File: config.mk
export PLATFORM = sky130hd
export DESIGN_NAME = spi_apb_arbiter
export DESIGN_NICKNAME = d
export VERILOG_FILES = /design/src/rtl/spi_apb_arbiter_pkg.sv /design/src/rtl/spi_arb_pick.sv /design/src/rtl/spi_apb_arbiter.sv
export SDC_FILE = /design/constraint.sdc
export NUM_CORES = 1
export LEC_CHECK = 0
export CAP_MARGIN = 15
export CORE_AREA = 2 2 127 129
export CTS_CLUSTER_SIZE = 8
export DETAILED_ROUTE_END_ITERATION = 8
export DIE_AREA = 0 0 129 131
export DONT_BUFFER_PORTS = 1
export HOLD_SLACK_MARGIN = 0.12
export PLACE_DENSITY_LB_ADDON = 0.08
export SLEW_MARGIN = 10
export SYNTH_ARGS = -nofsm -noshare
export SYNTH_HDL_FRONTEND = slang
export SYNTH_SLANG_ARGS = --single-unit
File: constraint.sdc
create_clock -name clk -period 3.2 [get_ports clk]
set_input_delay 0.8 -clock clk [delete_from_list [all_inputs] [get_ports clk]]
set_output_delay 0.8 -clock clk [all_outputs]
set_load 0.02 [all_outputs]
File: src/rtl/spi_apb_arbiter_pkg.sv
// spi_apb_arbiter_pkg
//   Shared definitions for the two-master APB arbiter in front of the SPI/flash
//   bridge: APB field widths, arbiter state encoding, master index constants
//   and the packed request record latched at grant time.
package spi_apb_arbiter_pkg;

  // APB widths, kept identical to the SoC-wide AMBA definitions.
  localparam int P_ADDR_W = 32;
  localparam int P_DATA_W = 32;
  localparam int P_STRB_W = P_DATA_W / 8;

  typedef enum logic [1:0] {
    ARB_IDLE   = 2'd0,
    ARB_SETUP  = 2'd1,
    ARB_ACCESS = 2'd2,
    ARB_DONE   = 2'd3
  } arb_state_e;

  // Master index: 0 is instruction fetch (XIP), 1 is the data/LSU path.
  localparam logic M_IFU = 1'b0;
  localparam logic M_LSU = 1'b1;

  // Request fields captured from the winning master.
  typedef struct packed {
    logic [P_ADDR_W-1:0] addr;
    logic [2:0]          prot;
    logic                write;
    logic [P_DATA_W-1:0] wdata;
    logic [P_STRB_W-1:0] strb;
  } apb_req_t;

endpackage

File: src/rtl/spi_arb_pick.sv
// spi_arb_pick
//   Combinational two-way picker. With rr_en set, a tie goes to the master
//   that was not served last; otherwise master 0 always wins a tie.
//   Ports:
//     req[1:0]    request per master (bit i = master i)
//     last_grant  master served by the most recent completed transfer
//     rr_en       1 = round-robin on ties, 0 = fixed priority
//     valid       at least one request present
//     winner      index of the selected master
module spi_arb_pick
  import spi_apb_arbiter_pkg::*;
(
  input  logic [1:0] req,
  input  logic       last_grant,
  input  logic       rr_en,
  output logic       valid,
  output logic       winner
);

  always_comb begin
    valid  = |req;
    winner = M_IFU;
    case (req)
      2'b01:   winner = M_IFU;
      2'b10:   winner = M_LSU;
      2'b11:   winner = rr_en ? ~last_grant : M_IFU;
      default: winner = M_IFU;
    endcase
  end

endmodule

File: src/rtl/spi_apb_arbiter.sv
// spi_apb_arbiter
//   Two-master to one-slave APB arbiter for the SPI/flash bridge. One complete
//   transfer is granted at a time because the bridge's command sequence cannot
//   be interleaved. The winner's request fields are latched at grant, so later
//   changes on the master side have no effect on the slave transfer.
//   Ports:
//     clk, resetn                 clock, asynchronous active-low reset
//     m0_* / m1_* (inputs)        master APB request (paddr, psel, penable,
//                                 pprot, pwrite, pwdata, pstrb)
//     m0_* / m1_* (outputs)       per-master pready, prdata, pslverr; zero
//                                 unless that master is completing
//     s_* (outputs)               APB request toward the bridge
//     s_pready/s_prdata/s_pslverr slave response
module spi_apb_arbiter
  import spi_apb_arbiter_pkg::*;
#(
  parameter bit RR_EN     = 1'b1,
  parameter bit INIT_LAST = 1'b1
) (
  input  logic                clk,
  input  logic                resetn,
  input  logic [P_ADDR_W-1:0] m0_paddr,
  input  logic                m0_psel,
  input  logic                m0_penable,
  input  logic [2:0]          m0_pprot,
  input  logic                m0_pwrite,
  input  logic [P_DATA_W-1:0] m0_pwdata,
  input  logic [P_STRB_W-1:0] m0_pstrb,
  output logic                m0_pready,
  output logic [P_DATA_W-1:0] m0_prdata,
  output logic                m0_pslverr,
  input  logic [P_ADDR_W-1:0] m1_paddr,
  input  logic                m1_psel,
  input  logic                m1_penable,
  input  logic [2:0]          m1_pprot,
  input  logic                m1_pwrite,
  input  logic [P_DATA_W-1:0] m1_pwdata,
  input  logic [P_STRB_W-1:0] m1_pstrb,
  output logic                m1_pready,
  output logic [P_DATA_W-1:0] m1_prdata,
  output logic                m1_pslverr,
  output logic [P_ADDR_W-1:0] s_paddr,
  output logic                s_psel,
  output logic                s_penable,
  output logic [2:0]          s_pprot,
  output logic                s_pwrite,
  output logic [P_DATA_W-1:0] s_pwdata,
  output logic [P_STRB_W-1:0] s_pstrb,
  input  logic                s_pready,
  input  logic [P_DATA_W-1:0] s_prdata,
  input  logic                s_pslverr
);

  arb_state_e state_q, state_d;
  logic       grant_q;
  logic       last_grant_q;
  apb_req_t   req_q;
  apb_req_t   m0_req, m1_req;
  logic       pick_valid, pick_winner;
  logic       complete;

  // Arbitration looks only at psel; the master's penable phase is irrelevant.
  logic unused_penable;
  assign unused_penable = m0_penable ^ m1_penable;

  assign m0_req = '{addr: m0_paddr, prot: m0_pprot, write: m0_pwrite,
                    wdata: m0_pwdata, strb: m0_pstrb};
  assign m1_req = '{addr: m1_paddr, prot: m1_pprot, write: m1_pwrite,
                    wdata: m1_pwdata, strb: m1_pstrb};

  spi_arb_pick u_pick (
    .req        ({m1_psel, m0_psel}),
    .last_grant (last_grant_q),
    .rr_en      (RR_EN),
    .valid      (pick_valid),
    .winner     (pick_winner)
  );

  always_ff @(posedge clk or negedge resetn) begin
    if (!resetn) begin
      state_q <= ARB_IDLE;
    end else begin
      state_q <= state_d;
    end
  end

  // Grant and request fields are captured only when leaving IDLE; last_grant
  // moves on completion so an aborted (reset) transfer does not count.
  always_ff @(posedge clk or negedge resetn) begin
    if (!resetn) begin
      grant_q      <= M_IFU;
      last_grant_q <= INIT_LAST;
      req_q        <= '0;
    end else begin
      if (state_q == ARB_IDLE && pick_valid) begin
        grant_q <= pick_winner;
        req_q   <= pick_winner ? m1_req : m0_req;
      end
      if (complete) begin
        last_grant_q <= grant_q;
      end
    end
  end

  // s_pready is honoured only in ACCESS; a stray ready during SETUP is ignored.
  assign complete = (state_q == ARB_ACCESS) && s_pready;

  // DONE drops psel for one cycle so the bridge idles and the finished master
  // has released psel before the next arbitration in IDLE.
  always_comb begin
    state_d    = state_q;
    s_psel     = 1'b0;
    s_penable  = 1'b0;
    m0_pready  = 1'b0;
    m0_prdata  = '0;
    m0_pslverr = 1'b0;
    m1_pready  = 1'b0;
    m1_prdata  = '0;
    m1_pslverr = 1'b0;
    case (state_q)
      ARB_IDLE: begin
        if (pick_valid) state_d = ARB_SETUP;
      end
      ARB_SETUP: begin
        s_psel  = 1'b1;
        state_d = ARB_ACCESS;
      end
      ARB_ACCESS: begin
        s_psel    = 1'b1;
        s_penable = 1'b1;
        if (s_pready) state_d = ARB_DONE;
      end
      ARB_DONE: begin
        state_d = ARB_IDLE;
      end
      default: begin
        state_d = ARB_IDLE;
      end
    endcase
    // Response is routed only to the granted master; the other port stays 0.
    if (complete && grant_q == M_IFU) begin
      m0_pready  = 1'b1;
      m0_prdata  = s_prdata;
      m0_pslverr = s_pslverr;
    end
    if (complete && grant_q == M_LSU) begin
      m1_pready  = 1'b1;
      m1_prdata  = s_prdata;
      m1_pslverr = s_pslverr;
    end
  end

  assign s_paddr  = req_q.addr;
  assign s_pprot  = req_q.prot;
  assign s_pwrite = req_q.write;
  assign s_pwdata = req_q.wdata;
  assign s_pstrb  = req_q.strb;

endmodule

# Word level (Yosys, flattened, before mapping)
# Cells that the tools add are included.
# word_totals
regBits,76
memories,0
in_bits,184
latch_bits,0
romBits,0
mem_bits_rw,0
# classes
eq_ne,7
multipliers,0
div_mod_pow,0
n_addsub,0
shifts,0
magnitude_cmp,0
n_mux,13
n_reduce_logical,8
bitwise_logic,2
# ops
cell,n
two-way mux 72 bit,1
two-way mux 32 bit,2
"equality test 2 bit, second input constant",4
one-hot mux 2 bit (4 select lines),1
two-way mux 1 bit,6
logical AND 1 bit,4
two-way mux 2 bit,2
"inequality test 2 bit, second input constant",2
OR reduction 2 bit,2
"equality test 2 x 1 -> 1 bit, second input constant",1
zero test 2 bit,1
inverter 1 bit,2
one-hot mux 1 bit (2 select lines),1
AND reduction 2 bit,1

# Logic depth before layout (Yosys ltp)
# Gate-level depths: netlist of run 1.
# logic_depth
depth_word,4
ltp_mapped,7
mapped_depth_nobuf,5

# Hierarchy
# Synthesis of run 1 repeated with hierarchy kept, for this count alone.
# hier_totals
hier_cells,448
hier_area_um2,4281.6
# modules_own_cells
module,instances,area_per_inst_um2,cells_each
spi_apb_arbiter,1,4261.6,445
spi_arb_pick,1,20.0,3

# Worst setup path after synthesis of run 1
# OpenSTA, ideal clock, no wires.
# synth_timing
kind,flip-flop to output port
from,register state_q[0]
to,output m0_prdata[22]
required_time_ns,2.400
path_slack_ns,0.649
arrival_ns,1.751
path_buffers,1
path_stages_with_launch,7
cell_sequence,dfrtp_1 -> inv_1 -> ha_1 -> nand2_1 -> nor2_1 -> clkbuf_1 -> and2_1
# synth_via
elab_chain_len,4
# synth_lines
item,line,rtl
start: declaration,spi_apb_arbiter.sv:54,"arb_state_e state_q, state_d;"
start signal: assignment,spi_apb_arbiter.sv:83,state_q <= state_d;
equality test 2 bit,spi_apb_arbiter.sv:106,assign complete = (state_q == ARB_ACCESS) && s_pready;
logical AND 1 bit,spi_apb_arbiter.sv:106,
logical AND 1 bit,spi_apb_arbiter.sv:141,if (complete && grant_q == M_IFU) begin
two-way mux 32 bit,spi_apb_arbiter.sv:141,
end: declaration,spi_apb_arbiter.sv:30,"output logic [P_DATA_W-1:0] m0_prdata,"
# Every way passes these cells.

# Worst setup path in the final report of run 1
# layout_timing
from,register state_q[0]
to,output m0_prdata[3]
# Same word-level chain as after synthesis.

==> results of run 1 <==
## how the worst min path moves through the flow
stage | startpoint | endpoint | slack, ns | depth (start not counted)
after floorplan | state_q[0] | state_q[0] | 0.47 | 1
after global placement | state_q[0] | state_q[0] | 0.48 | 1
after detailed placement | state_q[0] | state_q[0] | 0.49 | 1
after CTS | resetn | s_pwdata[20] | 0.13 | 0
after global routing | resetn | s_pwdata[20] | 0.13 | 0
final | resetn | s_pwdata[20] | 0.16 | 0
## metal layers
metal | routed length (µm) | vias up
met3 | 1300 | 14
met2 | 7080 | 219
met1 | 5220 | 1692
met5 | 0 | -
li1 | - | 1555
met4 | 268 | 0
## cell type report
| type | count | area [µm²] |
|---|---|---|
| fillers | 1700 | 11200 |
| flip-flops and latches | 76 | 1900 |
| multi-input cells | 370 | 1830 |
| well taps | 216 | 270 |
| clock buffers | 11 | 243 |
| clock inverters | 5 | 85.1 |
| repair buffers | 9 | 67.6 |
| inverters | 3 | 11.3 |
## logic make-up (layout without fill, tap and decap cells)
logic type,Yosys count,count (layout),synth area share (%)
simple gates,214,214,24.7
compound gates,152,152,19.9
flops,76,76,48.1
buf+inv,41,28,6.08
fa+ha+maj,3,3,0.950
mux,1,1,0.285
## stage by stage
stage	instances	hold WS, ns	utilization, %	area (µm²)
2_1_floorplan	487	0.470	-	3950
3_3_place_gp	674	0.484	26.2	4080
3_5_place_dp	674	0.491	26.2	4080
4_1_cts	690	0.131	28.3	4410
5_1_grt	690	0.130	28.3	4410
6_report	690	0.155	28.3	4410
## state kept, by name (all words and copies together) (netlist names)
signal,count
state_q,2
s_paddr,32
s_pwdata,32
last_grant_q,1
s_pwrite,1
s_pstrb,4
s_pprot,3
grant_q,1
## layout by cell type (no fill, tap or decap), drive strengths merged
| master | count |
|---|---|
| inv | 3 |
| buf | 9 |
| ha | 3 |
| nor2 | 73 |
| a21bo | 1 |
| mux2 | 1 |
| dfrtp | 75 |
| clkinvlp | 1 |
| a21oi | 145 |
| o32a | 1 |
| o21ai | 1 |
| nand2 | 73 |
| o21a | 1 |
| and3 | 1 |
| nor3b | 1 |
| a21boi | 1 |
| dfstp | 1 |
| bufinv | 2 |
| clkinv | 2 |
| and2 | 66 |
| a21o | 1 |
| a22o | 1 |
| clkbuf | 11 |
## power by group
part / total, mW / internal (mW) / leakage [nW] / switching [mW]
Combinational: 1.55 / 0.540 / 0.880 / 1.01
Clock: 1.13 / 0.708 / 0.156 / 0.421
Sequential: 2.40 / 1.46 / 0.850 / 0.943
## critical path, delay by kind of cell, from the launching register on
kind | cells | cell delay, ns
and+or+nand+nor | 3 | 0.67
buffers and inverters | 2 | 0.42
DFF | 1 | 0.38
adders and majority gates | 1 | 0.19
==> run summary, run 1 <==
The total design power is 5.08 mW. The worst path needs 2.80 ns of the cycle, external delays included. The most common cell in the synthesized netlist is sky130_fd_sc_hd__a21oi_1. The cell with the biggest individual delay on the critical path is sky130_fd_sc_hd__dfrtp_1. The H-tree level count is 3. The number of standard-cell rows in the floorplan came out at 46. The critical path ends at m0_prdata[3]. The sequential share of the synthesized area is 48.1%.

The share of the synthesized area in the top cell type came out at 47.5%. In this run the standard cell core region covers 0.0156 mm². In this run, distinct cell masters in the synthesized netlist total 22.

The worst slew margin relative to its limit is approximately 44%. The final setup violation count is 0. The worst path required time came out at 2.40 ns. The later pin in the worst-skew pair is clocked with a latency of about 0.34 ns. In the routed layout, each cell is associated on average with a via count of just over 5. The nature of the critical path startpoint is a flop. Compared with the post-synthesis result, the final layout area differs by 11.6%. The number of nets handed over by synthesis was 674.

The synthesized netlist occupies a cell area of 0.00395 mm². The antenna diode instance count is 0. The number of DRC markers after the initial detailed-route iteration is 189.

For met1 alone, demand over resource in global routing was between 10% and 20%. The count of cells resized by post-cts repair came out at 0. Summed over all instances, the cell type with the most area after synthesis is sky130_fd_sc_hd__dfrtp_1.

The clock sink count came out at 76. The initial cell density of the core is approximately 25%. Static timing analysis puts the maximum clock frequency at between 0.3 and 0.4 GHz. The met3 global-route usage came out at 3.58%. STA classifies the critical path endpoint as a primary output. The number of top-level design ports came out at between 300 and 400.

The combined global-route utilization of all metal layers came out at about 15%. The first global-routing pass estimated 19.4 mm of wire. The overall via count from detail_route is 3,480. The tree is rooted in a sky130_fd_sc_hd__clkbuf_16. The register bit total from synthesis came out at between 70 and 80. The post-DP HPWL came out at slightly below 10 mm. Tracing the worst setup path back leads to its startpoint at state_q[0]. The setup total negative slack is 0 ns. The fraction of registers with async set or reset after synthesis came out at 100%. For this run, the slowest stage of the critical path takes 0.38 ns. The final routed DRC violation total is 0. The aggregate global routing overflow is 0. The worst IR drop on VDD came out at 369 µV. The average size of a mapped cell came out at 8.12 µm². The reg-to-reg setup timing slack came out at around 1.1 ns.

The post-layout net count came out at 656. The count of TritonRoute iterations in the first routing pass came out at 4. The number of global-route vias before repair is 3,217. The total leakage power came out at 1.89 nW.

For the pin with the worst max-slew slack, the measured transition is 0.840 ns. Synthesis handed over a netlist of 487 instances. Clock-pin slew was measured on the worst setup and hold paths at 0.06 ns. The worst hold path belongs to the class input port to async pin.

The post-route worst setup slack came out at between 0.4 and 0.5 ns. The fraction of the cycle the final worst path needs is 87.5%. The post-CTS setup buffer count came out at 0. The share of cells above drive strength 1 came out at under 10%. The layer flagged by global routing as most heavily used is met2.

The initial antenna violation count is 0. In the synthesized netlist the dominant register cell turns out to be sky130_fd_sc_hd__dfrtp_1. The final-report hold violation count is 0. By area the synthesized netlist is led by sky130_fd_sc_hd__dfrtp_1 47%, sky130_fd_sc_hd__a21oi_1 18%, sky130_fd_sc_hd__and2_1 10%.

The die is 129 µm wide. The Yosys step of the flow raised 0 warnings. The height of the die came out at approximately 130 µm.

The maximum number of pins on one net before global-route repair is 77. The largest buffer count on any clock path came out at 2. Setup repair after global routing left no endpoint under its margin. The run finished with clean final reports.

The pre-CTS setup slack is between 0.6 and 0.7 ns. The critical path is of the flop to primary output type. The critical path goes through inv_1, ha_1, nand2_1, nor2_2, buf_4, and2_1. The final count of pins violating max slew came out at 0. The fraction of met2 tracks used by global routing is 25.9%.

The top fanout value on the critical path is 33. Counting instances in the post-synthesis netlist gives the leading cell types as 145 x sky130_fd_sc_hd__a21oi_1, 75 x sky130_fd_sc_hd__dfrtp_1, 73 x sky130_fd_sc_hd__nand2_1, 73 x sky130_fd_sc_hd__nor2_1, 66 x sky130_fd_sc_hd__and2_1. TritonCTS built the clock tree. The final weighted congestion of routability-driven global placement is 0.733. The count of hold-fix buffers inserted at cts came out at 0. The final layout contains routed wiring with a total length of between 10 and 15 mm. The end of the worst register-to-register path is s_pwdata[3].

The critical path data arrival time is 2.00 ns. The launching point of the worst reg2reg path is state_q[1]. The routed length per instance is 20.1 µm. The maximum clock skew at final layout is 0.00738 ns. Clock tree synthesis inserted a total of 9 buffers. The number of cells on the worst reg-to-reg path came out at 6.

The number of max-cap violations came out at 0. During placement, the flow inserted port buffers numbering 0. The post-detailed-route count of antenna-violating nets came out at 0. In this run, synthesis inferred 0 flip-flops with an integrated enable. The area of the die is 0.0169 mm². Dividing total power by cell area gives a power density of 1150 mW/mm².
Power figures use the tool's default switching activity.
==> inputs of run 2 (changes only) <==
--- a/config.mk
+++ b/config.mk
@@ -13,6 +13,7 @@
 export DONT_BUFFER_PORTS = 1
 export HOLD_SLACK_MARGIN = 0.12
 export PLACE_DENSITY_LB_ADDON = 0.08
+export RECOVER_POWER = 25
 export SLEW_MARGIN = 10
 export SYNTH_ARGS = -nofsm -noshare
 export SYNTH_HDL_FRONTEND = slang
==> results of run 2 <==
No change in the layout: final DEF, timing and power equal those of run 1.
